$ cat src/rtl/qmca_event_ctrl.sv
`default_nettype none
// ============================================================================
// Module   : qmca_event_ctrl
// Purpose  : Drives the qmca channel selector, captures one pulse at a time
//            (peak, width), hands out event records and enforces hold-off.
//            Optional drop counter enabled by defining QMCA_DROP_CNT_EN.
// Revision : 1.0 - initial release
// ============================================================================
module qmca_event_ctrl #(
    parameter int ADC_W   = 14,
    parameter int WIDTH_W = 16
) (
    input  logic               clk,
    input  logic               rst,
    input  logic               enable,
    input  logic [2:0]         conf_channel,
    input  logic [ADC_W-1:0]   conf_threshold,
    input  logic [WIDTH_W-1:0] conf_holdoff,
    input  logic [1:0]         sel_channel,
    input  logic [ADC_W-1:0]   sel_adc_in,
    output logic [2:0]         mux_conf,
    output logic               busy,
    output logic               evt_valid,
    input  logic               evt_ready,
    output logic [1:0]         evt_channel,
    output logic [ADC_W-1:0]   evt_peak,
    output logic [WIDTH_W-1:0] evt_width
`ifdef QMCA_DROP_CNT_EN
    ,
    input  logic               drop_clr,
    output logic [15:0]        drop_cnt
`endif
);

    typedef enum logic [2:0] {
        S_IDLE    = 3'd0,
        S_WAIT    = 3'd1,
        S_PEAK    = 3'd2,
        S_OUT     = 3'd3,
        S_HOLDOFF = 3'd4
    } state_t;

    localparam logic [2:0]         C_MUX_AUTO  = 3'b100;
    localparam logic [WIDTH_W-1:0] C_WIDTH_MAX = {WIDTH_W{1'b1}};

    state_t             state_q, state_d;
    logic [1:0]         lock_ch_q, lock_ch_d;
    logic [ADC_W-1:0]   peak_q, peak_d;
    logic [WIDTH_W-1:0] width_q, width_d;
    logic [WIDTH_W-1:0] hold_cnt_q, hold_cnt_d;
    logic [2:0]         mux_conf_q, mux_conf_d;
    logic               busy_q, busy_d;
    logic               evt_valid_q, evt_valid_d;
    logic [1:0]         evt_channel_q, evt_channel_d;
    logic [ADC_W-1:0]   evt_peak_q, evt_peak_d;
    logic [WIDTH_W-1:0] evt_width_q, evt_width_d;
    logic               trig;

    assign trig = (sel_adc_in >= conf_threshold);

    always_comb begin
        state_d       = state_q;
        lock_ch_d     = lock_ch_q;
        peak_d        = peak_q;
        width_d       = width_q;
        hold_cnt_d    = hold_cnt_q;
        evt_valid_d   = evt_valid_q;
        evt_channel_d = evt_channel_q;
        evt_peak_d    = evt_peak_q;
        evt_width_d   = evt_width_q;

        case (state_q)
            S_IDLE: begin
                if (enable) state_d = S_WAIT;
            end
            S_WAIT: begin
                if (trig) begin
                    state_d   = S_PEAK;
                    lock_ch_d = sel_channel;
                    peak_d    = sel_adc_in;
                    width_d   = WIDTH_W'(1);
                end
            end
            S_PEAK: begin
                if (trig) begin
                    if (sel_adc_in > peak_q) peak_d = sel_adc_in;
                    if (width_q != C_WIDTH_MAX) width_d = width_q + WIDTH_W'(1);
                end else begin
                    state_d       = S_OUT;
                    evt_valid_d   = 1'b1;
                    evt_channel_d = lock_ch_q;
                    evt_peak_d    = peak_q;
                    evt_width_d   = width_q;
                end
            end
            S_OUT: begin
                if (evt_valid_q && evt_ready) begin
                    evt_valid_d = 1'b0;
                    hold_cnt_d  = conf_holdoff;
                    state_d     = (conf_holdoff != '0) ? S_HOLDOFF : S_WAIT;
                end
            end
            S_HOLDOFF: begin
                // Counter starts at the hold-off value, so leaving on 1 gives
                // exactly that many dead cycles.
                if (hold_cnt_q <= WIDTH_W'(1)) begin
                    state_d    = S_WAIT;
                    hold_cnt_d = '0;
                end else begin
                    hold_cnt_d = hold_cnt_q - WIDTH_W'(1);
                end
            end
            default: state_d = S_IDLE;
        endcase

        if (!enable) begin
            state_d     = S_IDLE;
            evt_valid_d = 1'b0;
        end

        // Auto mode is pinned to the locked channel for the life of a pulse.
        if (!conf_channel[2])
            mux_conf_d = {1'b0, conf_channel[1:0]};
        else if (state_d == S_PEAK || state_d == S_OUT)
            mux_conf_d = {1'b0, lock_ch_d};
        else
            mux_conf_d = C_MUX_AUTO;

        busy_d = (state_d == S_PEAK) || (state_d == S_OUT) || (state_d == S_HOLDOFF);
    end

    always_ff @(posedge clk or posedge rst) begin
        if (rst) begin
            state_q       <= S_IDLE;
            lock_ch_q     <= '0;
            peak_q        <= '0;
            width_q       <= '0;
            hold_cnt_q    <= '0;
            mux_conf_q    <= C_MUX_AUTO;
            busy_q        <= 1'b0;
            evt_valid_q   <= 1'b0;
            evt_channel_q <= '0;
            evt_peak_q    <= '0;
            evt_width_q   <= '0;
        end else begin
            state_q       <= state_d;
            lock_ch_q     <= lock_ch_d;
            peak_q        <= peak_d;
            width_q       <= width_d;
            hold_cnt_q    <= hold_cnt_d;
            mux_conf_q    <= mux_conf_d;
            busy_q        <= busy_d;
            evt_valid_q   <= evt_valid_d;
            evt_channel_q <= evt_channel_d;
            evt_peak_q    <= evt_peak_d;
            evt_width_q   <= evt_width_d;
        end
    end

    assign mux_conf    = mux_conf_q;
    assign busy        = busy_q;
    assign evt_valid   = evt_valid_q;
    assign evt_channel = evt_channel_q;
    assign evt_peak    = evt_peak_q;
    assign evt_width   = evt_width_q;

`ifdef QMCA_DROP_CNT_EN
    logic        trig_prev_q;
    logic [15:0] drop_cnt_q, drop_cnt_d;

    // Counts trigger rising edges that arrive while a record is pending or
    // during dead time, i.e. pulses this block had to ignore.
    always_comb begin
        drop_cnt_d = drop_cnt_q;
        if (drop_clr)
            drop_cnt_d = '0;
        else if ((state_q == S_OUT || state_q == S_HOLDOFF) && trig && !trig_prev_q
                 && drop_cnt_q != 16'hFFFF)
            drop_cnt_d = drop_cnt_q + 16'd1;
    end

    always_ff @(posedge clk or posedge rst) begin
        if (rst) begin
            trig_prev_q <= 1'b0;
            drop_cnt_q  <= '0;
        end else begin
            trig_prev_q <= trig;
            drop_cnt_q  <= drop_cnt_d;
        end
    end

    assign drop_cnt = drop_cnt_q;
`else
    // No drop counter in this build.
`endif

endmodule
`default_nettype wire

$ cat config.mk
export PLATFORM = sky130hd
export DESIGN_NAME = qmca_event_ctrl
export DESIGN_NICKNAME = d
export VERILOG_FILES = /design/src/rtl/qmca_event_ctrl.sv
export SDC_FILE = /design/constraint.sdc
export NUM_CORES = 1
export LEC_CHECK = 0
export CORE_UTILIZATION = 45
export CTS_BUF_LIST = sky130_fd_sc_hd__clkbuf_2
export CTS_CLUSTER_DIAMETER = 30
export DETAILED_ROUTE_END_ITERATION = 10
export GPL_TIMING_DRIVEN = 1
export HOLD_SLACK_MARGIN = 0.02
export PLACE_DENSITY = 0.75
export SETUP_SLACK_MARGIN = 0.4
export SYNTH_ARGS = -nofsm -noshare
export SYNTH_HDL_FRONTEND = slang
export SYNTH_SLANG_ARGS = --single-unit
$ cat constraint.sdc
create_clock -name clk -period 8.45 [get_ports clk]
set_clock_uncertainty 0.15 [all_clocks]
set_input_delay 1.2675 -clock clk [delete_from_list [all_inputs] [get_ports clk]]
set_output_delay 1.2675 -clock clk [all_outputs]
set_load 0.03 [all_outputs]
# Yosys cells after proc, flatten, opt, wreduce, memory -nomap -nowiden
# Index checks and enable logic that the tools add are counted.
[totals]
register_bits = 88
inputBits = 53
out_inout_bits = 37
elab_cells = 71
[op_classes]
addsub = 2
magnitude_cmp = 3
n_eq_ne = 16
mux = 26
bitwise = 1
reduce_logical = 12
[op_table]
columns = ["operator", "n"]
rows = [
  ["$mux W16", 5],
  ["$pmux W16 S2", 2],
  ["$mux W14", 3],
  ["$pmux W14 S2", 1],
  ["$mux W3", 8],
  ["$add A16 B1 Y16 const B", 1],
  ["$le A16 B1 Y1 const B", 1],
  ["$ne A16 B16 Y1 const B", 1],
  ["$reduce_bool A16 Y1", 1],
  ["$sub A16 B1 Y16 const B", 1],
  ["$pmux W3 S5", 1],
  ["$ge A14 B14 Y1", 1],
  ["$gt A14 B14 Y1", 1],
  ["$eq A3 B2 Y1 const B", 4],
  ["$ne A2 B2 Y1 const B", 5],
  ["$reduce_and A4 Y1", 2],
  ["$eq A3 B3 Y1 const B", 2],
  ["$ne A3 B3 Y1 const B", 2],
  ["$mux W2", 2],
  ["$reduce_and A2 Y1", 2],
  ["$reduce_bool A2 Y1", 2],
  ["$eq A3 B1 Y1 const B", 1],
  ["$logic_not A3 Y1", 1],
  ["$mux W1", 3],
  ["6 further kinds", 7],
]

# Longest topological paths before layout
# Gate-level depths: netlist of run 1.
[depth]
word_depth = 9
depth_mapped = 10
depth_no_buf = 8

# Worst setup path before layout of run 1
# OpenSTA, ideal clock, no wires.
[synth_path]
path_type = "input -> register"
start = "input conf_threshold[12]"
end = "register peak_q[0]"
arrival_ps = 3353
t_required_ps = 8175
setup_slack_ps = 4822
cell_stages = 10
path_cell_list = "inv_1 > ha_1 > nand4_1 > nor2_1 > o311ai_1 > a211o_1 > or3_1 > buf_6 > buf_12 > mux2_4"
[synth_between]
elab_chain_len = 3
elab_cells_between_ends = 4
classes_between = "order compare: 1; eq/ne: 2; reduce/logical: 1"
[synth_rtl]
columns = ["item", "line", "rtl"]
rows = [
  ["start: declaration", "17", "input logic [ADC_W-1:0] conf_threshold,"],
  ["$ge A14 B14 Y1 *", "59", "assign trig = (sel_adc_in >= conf_threshold);"],
  ["$ne A2 B2 Y1 (no line)", "n/a", ""],
  ["$reduce_and A4 Y1 (no line) *", "n/a", ""],
  ["end signal: assignment", "148", "peak_q <= peak_d;"],
  ["end: declaration", "48", "logic [ADC_W-1:0] peak_q, peak_d;"],
]
# Every way passes the cells marked *; elsewhere a longest branch is shown, timed or not.
# A chain may end at the register's enable or synchronous reset.

# Worst setup path in the final report of run 1
[layout_path]
start = "input sel_adc_in[4]"
end = "register peak_q[11]"
[layout_between]
elab_chain_len = 3
elab_cells_between_ends = 6
classes_between = "order compare: 2; eq/ne: 3; reduce/logical: 1"
[layout_rtl]
columns = ["item", "line", "rtl"]
rows = [
  ["start: declaration", "20", "input logic [ADC_W-1:0] sel_adc_in,"],
  ["$gt A14 B14 Y1 / $ge A14 B14 Y1 (equally long branches)", "86, 59", ""],
  ["$ne A2 B2 Y1 (no line)", "n/a", ""],
  ["$reduce_and A4 Y1 (no line) *", "n/a", ""],
]
# Marked as above.

==> key figures, run 1 <==
Power
  • PwrDens: 213 mW/mm^2
  • Worst vdd ir: 0.118 mV
  • Pleak: 0.00266 uW

Drt
  • Final antenna-violating net count: 0
  • Total Wirelength: 10,800 microns
  • Pre-antenna DRT Iters: 5
  • Post-DR vias/cell: 5.65
  • Post-DR wirelength/cell: 15.2 microns
  • Starting DRT DRC Count: 180
  • DR vias: 4,018
  • DR DRC count: 0

Synth
  • Syn nets: 575
  • Post-synthesis sequential area ratio: 45.6%
  • Synth Area in Simple Gates: 15.8%
  • Compound-gate portion of the synthesized area: 15.7%
  • Netlist cell types: 52
  • Syn_area_per_cell: 9.84 sq um
  • Mapped Area: 0.00483 sq mm
  • Main flop type after synthesis: dfrtp_1
  • Yosys warning total: 0
  • Cells after Synth: 491
  • Combinational family with the most area after synthesis: simple AND/OR/NAND/NOR gates
  • Multiplexer share of the synthesized area: 9.32%
  • Fraction of registers with async set/reset: 100%
  • EDFF count, synth: 0
  • Adder-cell area share of the yosys netlist: 8.03%
  • Yosys reg bits: 88
  • Synth top area share: 45.1%
  • Top cells by area, synth: dfrtp_1 45%, ha_1 8.0%, mux2_2 5.6%, o21ai_0 5.2%, nand2_1 3.9%
  • Post-synth top area cell: dfrtp_1
  • Post-Synth XOR/XNOR Area: 0.181%

STA
  • Final worst-path cycle share: 51.6%
  • Fin. Hold Viols: 0
  • Final worst path period need: 4.36 ns
  • Worst-margin pin slew: 1.13 ns
  • Fmax: 0.230 GHz
  • Count of final setup violators: 0
  • Setup TNS: 0 ns
  • Fin. max-slew vios: 0
  • Slew margin rel.: 24.5%
  • RSZ-0062 raised after global routing: false

CTS
  • CTS tree: yes
  • # hold bufs at CTS: 0
  • Root buffer cell: clkbuf_2
  • CTS sink count: 88
  • Clk slew on worst S/H paths: 0.25 ns
  • Post-CTS Setup Inserts: 0
  • Clk_lat worst skew: 0.57 ns
  • CTS H-tree lvls: 3
  • TritonCTS Buffers: 9
  • Post_cts resized: 0
  • Clk buf depth: 2

Worst setup path
  • Worst path required time: 8.76 ns
  • Worst-path cell chain: clkdlybuf4s50_1 -> ha_1 -> a21oi_1 -> a21boi_0 -> o311ai_1 -> a211o_1 -> or3_1 -> mux2_2
  • Critical Path End Type: register
  • Setup Crit Path Kind: input port to register
  • CP bufs+invs: 1
  • CP delay by family, top: compound AO/OA/AOI/OAI gates
  • CP Max Fanout: 18
  • Critical Path Source Type: input port
  • Highest-delay cell along the critical path: or3_1
  • Largest stage delay, worst path: 0.74 ns
  • Arr. time, crit path: 4.67 ns

Final layout
  • Layout Nets: 654
  • P&R area growth vs syn: 22.8%
  • Layout cell share with drive strength beyond 1: 10.4%
  • N_diodes: 0
  • Final Instance Count excl. Fillers: 711

Die
  • IO Pins: 90
  • Die area: 0.0112 sq mm
  • FP Rows: 37
  • Die Width: 106 microns
  • Core ar.: 0.0104 sq mm
  • Die Y-Extent: 106 microns
  • Starting Density: 46.6%

Global routing
  • GRT overflow: 0
  • Initial antenna violation count: 0
  • First-pass GRT wire length: 18,300 microns
  • Vias in the first global route: 3,858
  • Total GRT Usage: 20.5%
  • Largest net degree at the start of global routing: 89

Placement
  • DP Cell Count: 695
  • Post-DP HPWL: 7740 microns
  • Port Buf Inserts: 89
  • GPL Wtd Cong: 0.845

Job
  • Total of max-cap violations: 0

Run status
  • Status: complete, no violations

Hold path
  • Min-Delay Path Class: register to register
==> worst reg2reg max path: cells and delay by family (launching register included) <==
kind            cells  cell delay [ns]
flops               1             0.54
mux                 1             0.41
simple gates        2             1.32
compound gates      2             0.82
==> per-layer routing <==
metal / GRT usage (%) / routed length [microns] / up-vias
met2: 31.8 / 4960 / 123
li1: - / - / 1948
met1: 28.9 / 5040 / 1930
met5: 0 / 0 / -
met3: 4.08 / 597 / 17
met4: 6.65 / 168 / 0
==> flip-flops by register name, indices dropped and copies added (netlist names) <==
signal / flops
mux_conf: 3
lock_ch_q: 2
evt_valid: 1
peak_q: 14
evt_channel: 2
hold_cnt_q: 16
evt_width: 16
evt_peak: 14
busy: 1
state_q: 3
width_q: 16
==> kinds of logic after synthesis <==
family	count (synthesis)
xor+xnor	1
fa+ha+maj	31
buf+inv	61
simple gates	154
mux	37
compound gates	119
flops	88
==> Yosys cell counts, types with 2 or more instances <==
cell type / n
a211o_1: 2
a21boi_0: 3
a21oi_1: 17
a221o_1: 7
a22o_1: 2
a22oi_1: 3
a31oi_1: 6
and2_1: 4
and3_1: 6
and4_1: 2
buf_2: 2
clkbuf_1: 19
dfrtp_1: 87
ha_1: 31
inv_1: 36
mux2_2: 24
mux2_4: 10
mux2i_1: 3
nand2_1: 50
nand2b_1: 7
nand3_1: 19
nand4_1: 11
nor2_1: 20
nor3_1: 10
nor3b_1: 3
nor4_1: 14
o211ai_1: 4
o21ai_0: 50
o21bai_1: 2
o22ai_1: 2
o31ai_1: 10
o41ai_1: 2
or3_1: 3
or4_1: 2
==> stage by stage <==
stage	hold slack [ns]	worst slack (ns)	utilization (%)	power, uW	area (sq um)
floorplan	0.306	4.76	-	870	4830
global placement	0.316	3.59	56.1	1040	5810
detailed placement	0.326	3.50	56.1	1050	5810
CTS	0.371	4.13	57.2	1280	5940
global route	0.382	3.85	57.2	1350	5940
finish	0.368	4.09	57.2	1270	5940
==> power breakdown <==
group	internal, uW	leakage (uW)	switching, uW
clock network	69.5	0.0000612	158
logic	218	0.00148	246
registers	514	0.00112	62.5
total	801	0.00266	466
==> cell type report <==
type / instances / area [sq um]
Multi-Input combinational cell: 342 / 2380
Tap cell: 136 / 170
Clock inverter: 7 / 77.6
Timing Repair Buffer: 93 / 921
Fill cell: 884 / 4430
Inverter: 36 / 136
Sequential cell: 88 / 2200
Clock buffer: 9 / 45.0
==> cell usage in the layout, fill, tap and decap left out, types with 4 or more instances in the layout <==
cell type	instances
clkdlybuf4s50_1	89
dfrtp_1	87
nand2_1	50
o21ai_0	50
inv_1	35
ha_1	31
mux2_2	24
nor2_1	20
nand3_1	18
a21oi_1	17
nor4_1	14
nand4_1	11
nor3_1	10
mux2_4	10
o31ai_1	9
clkbuf_2	9
nand2b_1	7
a221o_1	7
and3_1	6
a31oi_1	6
and2_1	4
o211ai_1	4
clkinvlp_4	4
buf_4	4
==> worst paths after layout <==
path / startpoint / end / slack, ns / cells past startpoint
max reg2reg: state_q[2]$_DFF_PP0_ / peak_q[11]$_DFFE_PP0P_ / 5.10 / 5
min: width_q[10]$_DFFE_PP0P_ / width_q[10]$_DFFE_PP0P_ / 0.37 / 1
max in group asynchronous: rst / evt_peak[11]$_DFFE_PP0P_ / 6.22 / 3
max: sel_adc_in[4] / peak_q[11]$_DFFE_PP0P_ / 4.09 / 8
min in group asynchronous: rst / evt_peak[10]$_DFFE_PP0P_ / 1.11 / 3
min reg2reg: width_q[10]$_DFFE_PP0P_ / width_q[10]$_DFFE_PP0P_ / 0.37 / 1
No activity file was read; power rests on OpenSTA's default activity.
==> run 2: changes to the inputs <==
--- a/config.mk
+++ b/config.mk
@@ -11,7 +11,7 @@
 export DETAILED_ROUTE_END_ITERATION = 10
 export GPL_TIMING_DRIVEN = 1
 export HOLD_SLACK_MARGIN = 0.02
-export PLACE_DENSITY = 0.75
+export PLACE_DENSITY = 0.78
 export SETUP_SLACK_MARGIN = 0.4
 export SYNTH_ARGS = -nofsm -noshare
 export SYNTH_HDL_FRONTEND = slang
==> constraint.sdc (replaced) <==
create_clock -name clk -period 4 [get_ports clk]
set_clock_uncertainty 0.15 [all_clocks]
set_input_delay 0.6 -clock clk [delete_from_list [all_inputs] [get_ports clk]]
set_output_delay 0.6 -clock clk [all_outputs]
set_load 0.03 [all_outputs]
==> key figures, run 2 (same netlist as run 1, synthesis figures left out) <==
Power
  • Switching Share: 36.2% (was 36.8%)
  • Comb pwr share: 37.1% (was 36.6%)
  • Clock share of power: 17.0% (was 17.9%)
  • Sw Pwr: 966 uW (was 466 uW)
  • Sequential share of power: 45.8% (was 45.5%)
  • P_int: 1710 uW (was 801 uW)
  • Final total power: 2670 uW (was 1270 uW)
  • Pleak: 0.00269 uW (was 0.00266 uW)
  • Worst vdd ir: 0.309 mV (was 0.118 mV)
  • PwrDens: 448 mW/mm^2 (was 213 mW/mm^2)

STA
  • Fin. Hold Viols: 0 (unchanged)
  • Slew margin rel.: 36.4% (was 24.5%)
  • Final worst-path cycle share: 83.7%
  • Fmax: 0.299 GHz
  • Final worst path period need: 3.35 ns
  • RSZ-0062 raised after global routing: false (unchanged)
  • Count of final setup violators: 0 (unchanged)
  • Worst-margin pin slew: 0.954 ns (was 1.13 ns)
  • Fin. max-slew vios: 0 (unchanged)
  • Setup TNS: 0 ns (unchanged)

Die
  • Die Width: 106 microns (unchanged)
  • Die area: 0.0112 sq mm (unchanged)
  • Core ar.: 0.0104 sq mm (unchanged)
  • IO Pins: 90 (unchanged)
  • FP Rows: 37 (unchanged)
  • Starting Density: 46.6% (unchanged)
  • Die Y-Extent: 106 microns (unchanged)

Global routing
  • GRT overflow: 0 (unchanged)
  • Total GRT Usage: 20.9% (was 20.5%)
  • Met1 usage: 28.5% (was 28.9%)
  • Routing usage on met3: 3.90% (was 4.08%)
  • Largest net degree at the start of global routing: 36 (was 89)
  • GR Util met2: 34.0% (was 31.8%)
  • Grt peak-use layer: met2 (unchanged)
  • First-pass GRT wire length: 18,700 microns (was 18,300 microns)
  • Initial antenna violation count: 0 (unchanged)
  • Vias in the first global route: 3,956 (was 3,858)

Drt
  • Final antenna-violating net count: 0 (unchanged)
  • Total Wirelength: 11,000 microns (was 10,800 microns)
  • Starting DRT DRC Count: 203 (was 180)
  • DR vias: 3,994 (was 4,018)
  • Post-DR wirelength/cell: 15.3 microns (was 15.2 microns)
  • Pre-antenna DRT Iters: 5 (unchanged)
  • DR DRC count: 0 (unchanged)
  • Post-DR vias/cell: 5.58 (was 5.65)

Final layout
  • Most frequent cells in the layout: 89 x clkdlybuf4s50_1, 87 x dfrtp_1, 50 x nand2_1, 50 x o21ai_0, 35 x inv_1 (unchanged)
  • P&R area growth vs syn: 23.5% (was 22.8%)
  • N_diodes: 0 (unchanged)
  • Fill cells: 913 (was 884)
  • Layout Nets: 659 (was 654)
  • Layout cell share with drive strength beyond 1: 11.2% (was 10.4%)
  • Commonest non-fill, non-tap cell in the layout: clkdlybuf4s50_1 (unchanged)
  • Fin area: 0.00597 sq mm (was 0.00594 sq mm)

CTS
  • CTS H-tree lvls: 3 (unchanged)
  • Root buffer cell: clkbuf_2 (unchanged)
  • # hold bufs at CTS: 0 (unchanged)
  • Post-CTS Setup Inserts: 0 (unchanged)
  • TritonCTS Buffers: 9 (unchanged)
  • Clk buf depth: 2 (unchanged)
  • Clk slew on worst S/H paths: 0.23 ns (was 0.25 ns)
  • CTS tree: yes (unchanged)
  • Post_cts resized: 0 (unchanged)
  • Clk_lat worst skew: 0.55 ns (was 0.57 ns)
  • CTS sink count: 88 (unchanged)

Worst setup path
  • Worst path required time: 4.29 ns (was 8.76 ns)
  • CP Max Fanout: 14 (was 18)
  • Critical Path Source Type: input port (unchanged)
  • Critical Path End Type: register (unchanged)
  • Arr. time, crit path: 3.64 ns (was 4.67 ns)
  • Setup Crit Path Kind: input port to register (unchanged)

Run status
  • Status: complete, no violations (unchanged)

Placement
  • Port Buf Inserts: 89 (unchanged)
  • GPL Wtd Cong: 0.830 (was 0.845)
  • Placed Area: 0.00585 sq mm (was 0.00581 sq mm)
  • Post-DP HPWL: 8050 microns (was 7740 microns)

Job
  • Total of max-cap violations: 0 (unchanged)

Hold path
  • Min-Delay Path Class: input port to asynchronous set/reset pin (was register to register)
run 2: layout make-up:
| class | count | area [sq um] | area share (%) |
|---|---|---|---|
| Sequential cell | 88 | 2200 | 36.9 |
| Inverter | 36 | 136 | 2.29 |
| Timing Repair Buffer | 98 | 958 | 16.1 |
| Tap cell | 136 | 170 | 2.85 |
| Clock inverter | 4 | 55.1 | 0.923 |
| Clock buffer | 12 | 60.1 | 1.01 |
| Multi-Input combinational cell | 342 | 2380 | 39.9 |
run 2: final timing paths:
path	from	end	slack [ns]	depth (start not counted)
max	conf_threshold[4]	peak_q[12]$_DFFE_PP0P_	0.65	9
min	rst	peak_q[9]$_DFFE_PP0P_	0.19	2
max reg2reg	state_q[2]$_DFF_PP0_	peak_q[12]$_DFFE_PP0P_	0.74	5
min reg2reg	evt_peak[8]$_DFFE_PP0P_	evt_peak[8]$_DFFE_PP0P_	0.36	2
max in group asynchronous	rst	mux_conf[2]$_DFF_PP1_	2.66	3
min in group clk	evt_peak[8]$_DFFE_PP0P_	evt_peak[8]$_DFFE_PP0P_	0.36	2
run 2: metrics by stage:
stage / util [%] / hold WS, ns / cells / setup slack (ns)
after floorplan: - / 0.306 / 491 / 0.973
after global placement: 56.4 / 0.315 / 700 / 0.215
after detailed placement: 56.4 / 0.323 / 700 / 0.104
after CTS: 57.5 / 0.159 / 716 / 0.702
after global routing: 57.5 / 0.164 / 716 / 0.505
final: 57.5 / 0.186 / 716 / 0.650
run 2: worst max-delay path, cell delays in order:
cell and delay, ns:
clkdlybuf4s50_1 0.45, inv_1 0.04, ha_1 0.31, a21oi_1 0.13, a21boi_0 0.11, o311ai_1 0.69, a211o_1 0.24, or3_1 0.65
mux2_2 0.41
run 2: power by group through the flow:
| stage | logic [uW] | registers (uW) | clock network [uW] |
|---|---|---|---|
| finish | 992 | 1220 | 455 |
| global route | 1090 | 1250 | 506 |
| CTS | 1000 | 1220 | 470 |
| detailed placement | 999 | 1240 | 0 |
| global placement | 968 | 1230 | 0 |
| floorplan | 434 | 1400 | 0 |
run 2: per-layer routing:
metal	routed length, microns	vias up
met3	572	10
met1	5180	1916
met4	129	0
met2	5090	110
li1	-	1958
met5	0	-
==> run 3: changes to the inputs <==
==> constraint.sdc (replaced) <==
create_clock -name clk -period 2.9 [get_ports clk]
set_clock_uncertainty 0.15 [all_clocks]
set_input_delay 0.435 -clock clk [delete_from_list [all_inputs] [get_ports clk]]
set_output_delay 0.435 -clock clk [all_outputs]
set_load 0.03 [all_outputs]
==> key figures, run 3 (same netlist as run 1, synthesis figures left out) <==
STA
  • Fin. max-slew vios: 0 (unchanged)
  • Slew margin rel.: 62.2% (was 36.4%)
  • Final worst-path cycle share: 87.1%
  • Setup TNS: 0 ns (unchanged)
  • Count of final setup violators: 0 (unchanged)
  • Fin. Hold Viols: 0 (unchanged)
  • Final worst path period need: 2.53 ns
  • Fmax: 0.396 GHz
  • Worst-margin pin slew: 0.565 ns (was 0.954 ns)
  • RSZ-0062 raised after global routing: true (was false)

Power
  • P_int: 2540 uW (was 1710 uW)
  • Switching Share: 37.1% (was 36.2%)
  • Clock share of power: 15.0% (was 17.0%)
  • Worst vdd ir: 0.539 mV (was 0.309 mV)
  • Comb pwr share: 43.2% (was 37.1%)
  • Pleak: 0.00296 uW (was 0.00269 uW)
  • Final total power: 4040 uW (was 2670 uW)
  • Sw Pwr: 1500 uW (was 966 uW)
  • PwrDens: 611 mW/mm^2 (was 448 mW/mm^2)
  • Sequential share of power: 41.8% (was 45.8%)

Drt
  • DR DRC count: 0 (unchanged)
  • Total Wirelength: 12,400 microns (was 11,000 microns)
  • Final antenna-violating net count: 0 (unchanged)
  • Starting DRT DRC Count: 241 (was 203)
  • Post-DR wirelength/cell: 16.4 microns (was 15.3 microns)
  • Post-DR vias/cell: 5.69 (was 5.58)
  • DR vias: 4,289 (was 3,994)
  • Pre-antenna DRT Iters: 4 (was 5)

Run status
  • Status: complete, no violations (unchanged)

CTS
  • Clk_lat worst skew: 0.55 ns (about the same)
  • Clk buf depth: 2 (unchanged)
  • TritonCTS Buffers: 9 (unchanged)
  • CTS sink count: 88 (unchanged)
  • CTS tree: yes (unchanged)
  • CTS H-tree lvls: 3 (unchanged)
  • Root buffer cell: clkbuf_2 (unchanged)
  • Clk slew on worst S/H paths: 0.25 ns (was 0.23 ns)

Final layout
  • Layout Nets: 696 (was 659)
  • Layout cell share with drive strength beyond 1: 24.8% (was 11.2%)
  • Fill cells: 839 (was 913)
  • P&R area growth vs syn: 36.9% (was 23.5%)
  • Fin area: 0.00662 sq mm (was 0.00597 sq mm)
  • Area of the multi-input gates: 0.00272 sq mm (was 0.00238 sq mm)
  • End-of-flow core utilization: 63.8% (was 57.5%)
  • FF/Latch Area: 0.00220 sq mm (unchanged)
  • Most frequent cells in the layout: 87 x dfrtp_1, 68 x clkdlybuf4s50_1, 48 x nand2_1, 45 x o21ai_0, 41 x buf_4 (was 89 x clkdlybuf4s50_1, 87 x dfrtp_1, 50 x nand2_1, 50 x o21ai_0, 35 x inv_1)
  • Commonest non-fill, non-tap cell in the layout: dfrtp_1 (was clkdlybuf4s50_1)

Worst setup path
  • Worst-path cell chain: inv_2 -> ha_4 -> nand2b_4 -> a21oi_2 -> nor4_2 -> o41a_1 -> or3_4 -> buf_8 -> mux2_4 (was clkdlybuf4s50_1 -> inv_1 -> ha_1 -> a21oi_1 -> a21boi_0 -> o311ai_1 -> a211o_1 -> or3_1 -> mux2_2)
  • Largest stage delay, worst path: 0.43 ns (was 0.69 ns)
  • Arr. time, crit path: 2.84 ns (was 3.64 ns)
  • CP delay by family, top: simple AND/OR/NAND/NOR gates (was compound AO/OA/AOI/OAI gates)
  • CP Max Fanout: 8 (was 14)
  • Flop-to-flop setup slack: 0.37 ns (was 0.74 ns)
  • Critical Path End Type: register (unchanged)
  • Critical Path Source Type: register (was input port)
  • Worst path required time: 3.21 ns (was 4.29 ns)
  • Highest-delay cell along the critical path: dfrtp_1 (was o311ai_1)
  • Setup Crit Path Kind: register to register (was input port to register)
  • CP bufs+invs: 2 (unchanged)

Die
  • Core ar.: 0.0104 sq mm (unchanged)
  • FP Rows: 37 (unchanged)
  • Die Y-Extent: 106 microns (unchanged)
  • IO Pins: 90 (unchanged)
  • Starting Density: 46.6% (unchanged)
  • Die area: 0.0112 sq mm (unchanged)
  • Die Width: 106 microns (unchanged)

Hold path
  • Min-Delay Path Class: input port to register (was input port to asynchronous set/reset pin)

Placement
  • Placed Area: 0.00617 sq mm (was 0.00585 sq mm)
  • Port Buf Inserts: 89 (unchanged)
  • GPL Wtd Cong: 0.788 (was 0.830)
  • Post-DP HPWL: 8560 microns (was 8050 microns)

Global routing
  • GRT overflow: 0 (unchanged)
  • Initial antenna violation count: 1 (was 0)
  • Largest net degree at the start of global routing: 89 (was 36)
  • Total GRT Usage: 22.6% (was 20.9%)
  • First-pass GRT wire length: 20,100 microns (was 18,700 microns)
  • Vias in the first global route: 4,258 (was 3,956)

Job
  • Total of max-cap violations: 0 (unchanged)
[run 3: changes by cell type in the layout (fill, tap and decap cells not counted), moves of 15 or more]
| cell | previous run | this run |
|---|---|---|
| buf_4 | 9 | 41 |
| clkdlybuf4s50_1 | 89 | 68 |
| dlygate4sd2_1 | 0 | 17 |
| ha_1 | 31 | 15 |
| ha_4 | 0 | 16 |
| inv_1 | 35 | 20 |
[run 3: final cells by class]
type                       count  share of cell area (%)
multi-input combinational    342                    41.2
sequential                    88                    33.3
timing repair buffer         135                    19.1
tap                          136                    2.57
inverter                      36                    2.25
clock buffer                  11                   0.832
clock inverter                 5                   0.756
antenna                        1                  0.0378
[run 3: worst reg2reg max path: stages (launching register included)]
cell      delay (ns)
dfrtp_1         0.43
inv_2           0.06
ha_4            0.28
nand2b_4        0.05
a21oi_2         0.14
nor4_2          0.06
o41a_1          0.38
or3_4           0.42
buf_8           0.16
mux2_4          0.31
[run 3: routing by layer]
metal	up-vias	wire length, microns	global-route usage [%]
li1	2025	-	-
met1	2097	5350	29.4
met2	140	6160	37.6
met3	27	530	4.27
met4	0	336	8.53
met5	-	0	0
[run 3: timing repair]
action,in CTS,in global routing
resized for setup,42,29
endpoints found under the hold margin,0,1
hold buffers,0,1
pin swaps,17,13
setup buffers,6,3
endpoints found under the setup margin,19,23
[run 3: stage by stage]
stage,cells,hold slack [ns],setup WS (ns)
2_1_floorplan,491,0.306,0.222
3_3_place_gp,727,0.317,-0.236
3_5_place_dp,727,0.319,-0.325
4_1_cts,749,0.158,0.401
5_1_grt,754,0.0976,0.314
6_report,754,0.142,0.374
[run 3: power groups by stage]
stage / clock network, uW / logic (uW) / registers, uW
global placement: 0 / 1420 / 1690
CTS: 636 / 1580 / 1680
finish: 606 / 1740 / 1690
floorplan: 0 / 612 / 1940
detailed placement: 0 / 1470 / 1700
global route: 679 / 1880 / 1720
[run 3: final timing paths]
kind                       cells past startpoint                     start                        to
setup / recovery                               9     peak_q[1]$_DFFE_PP0P_     peak_q[7]$_DFFE_PP0P_
hold / removal                                 2             sel_adc_in[6]     peak_q[6]$_DFFE_PP0P_
setup reg to reg                               9     peak_q[1]$_DFFE_PP0P_     peak_q[7]$_DFFE_PP0P_
hold reg to reg                                2  evt_peak[12]$_DFFE_PP0P_  evt_peak[12]$_DFFE_PP0P_
max in group asynchronous                      3                       rst     mux_conf[2]$_DFF_PP1_
min in group asynchronous                      3                       rst   evt_peak[5]$_DFFE_PP0P_
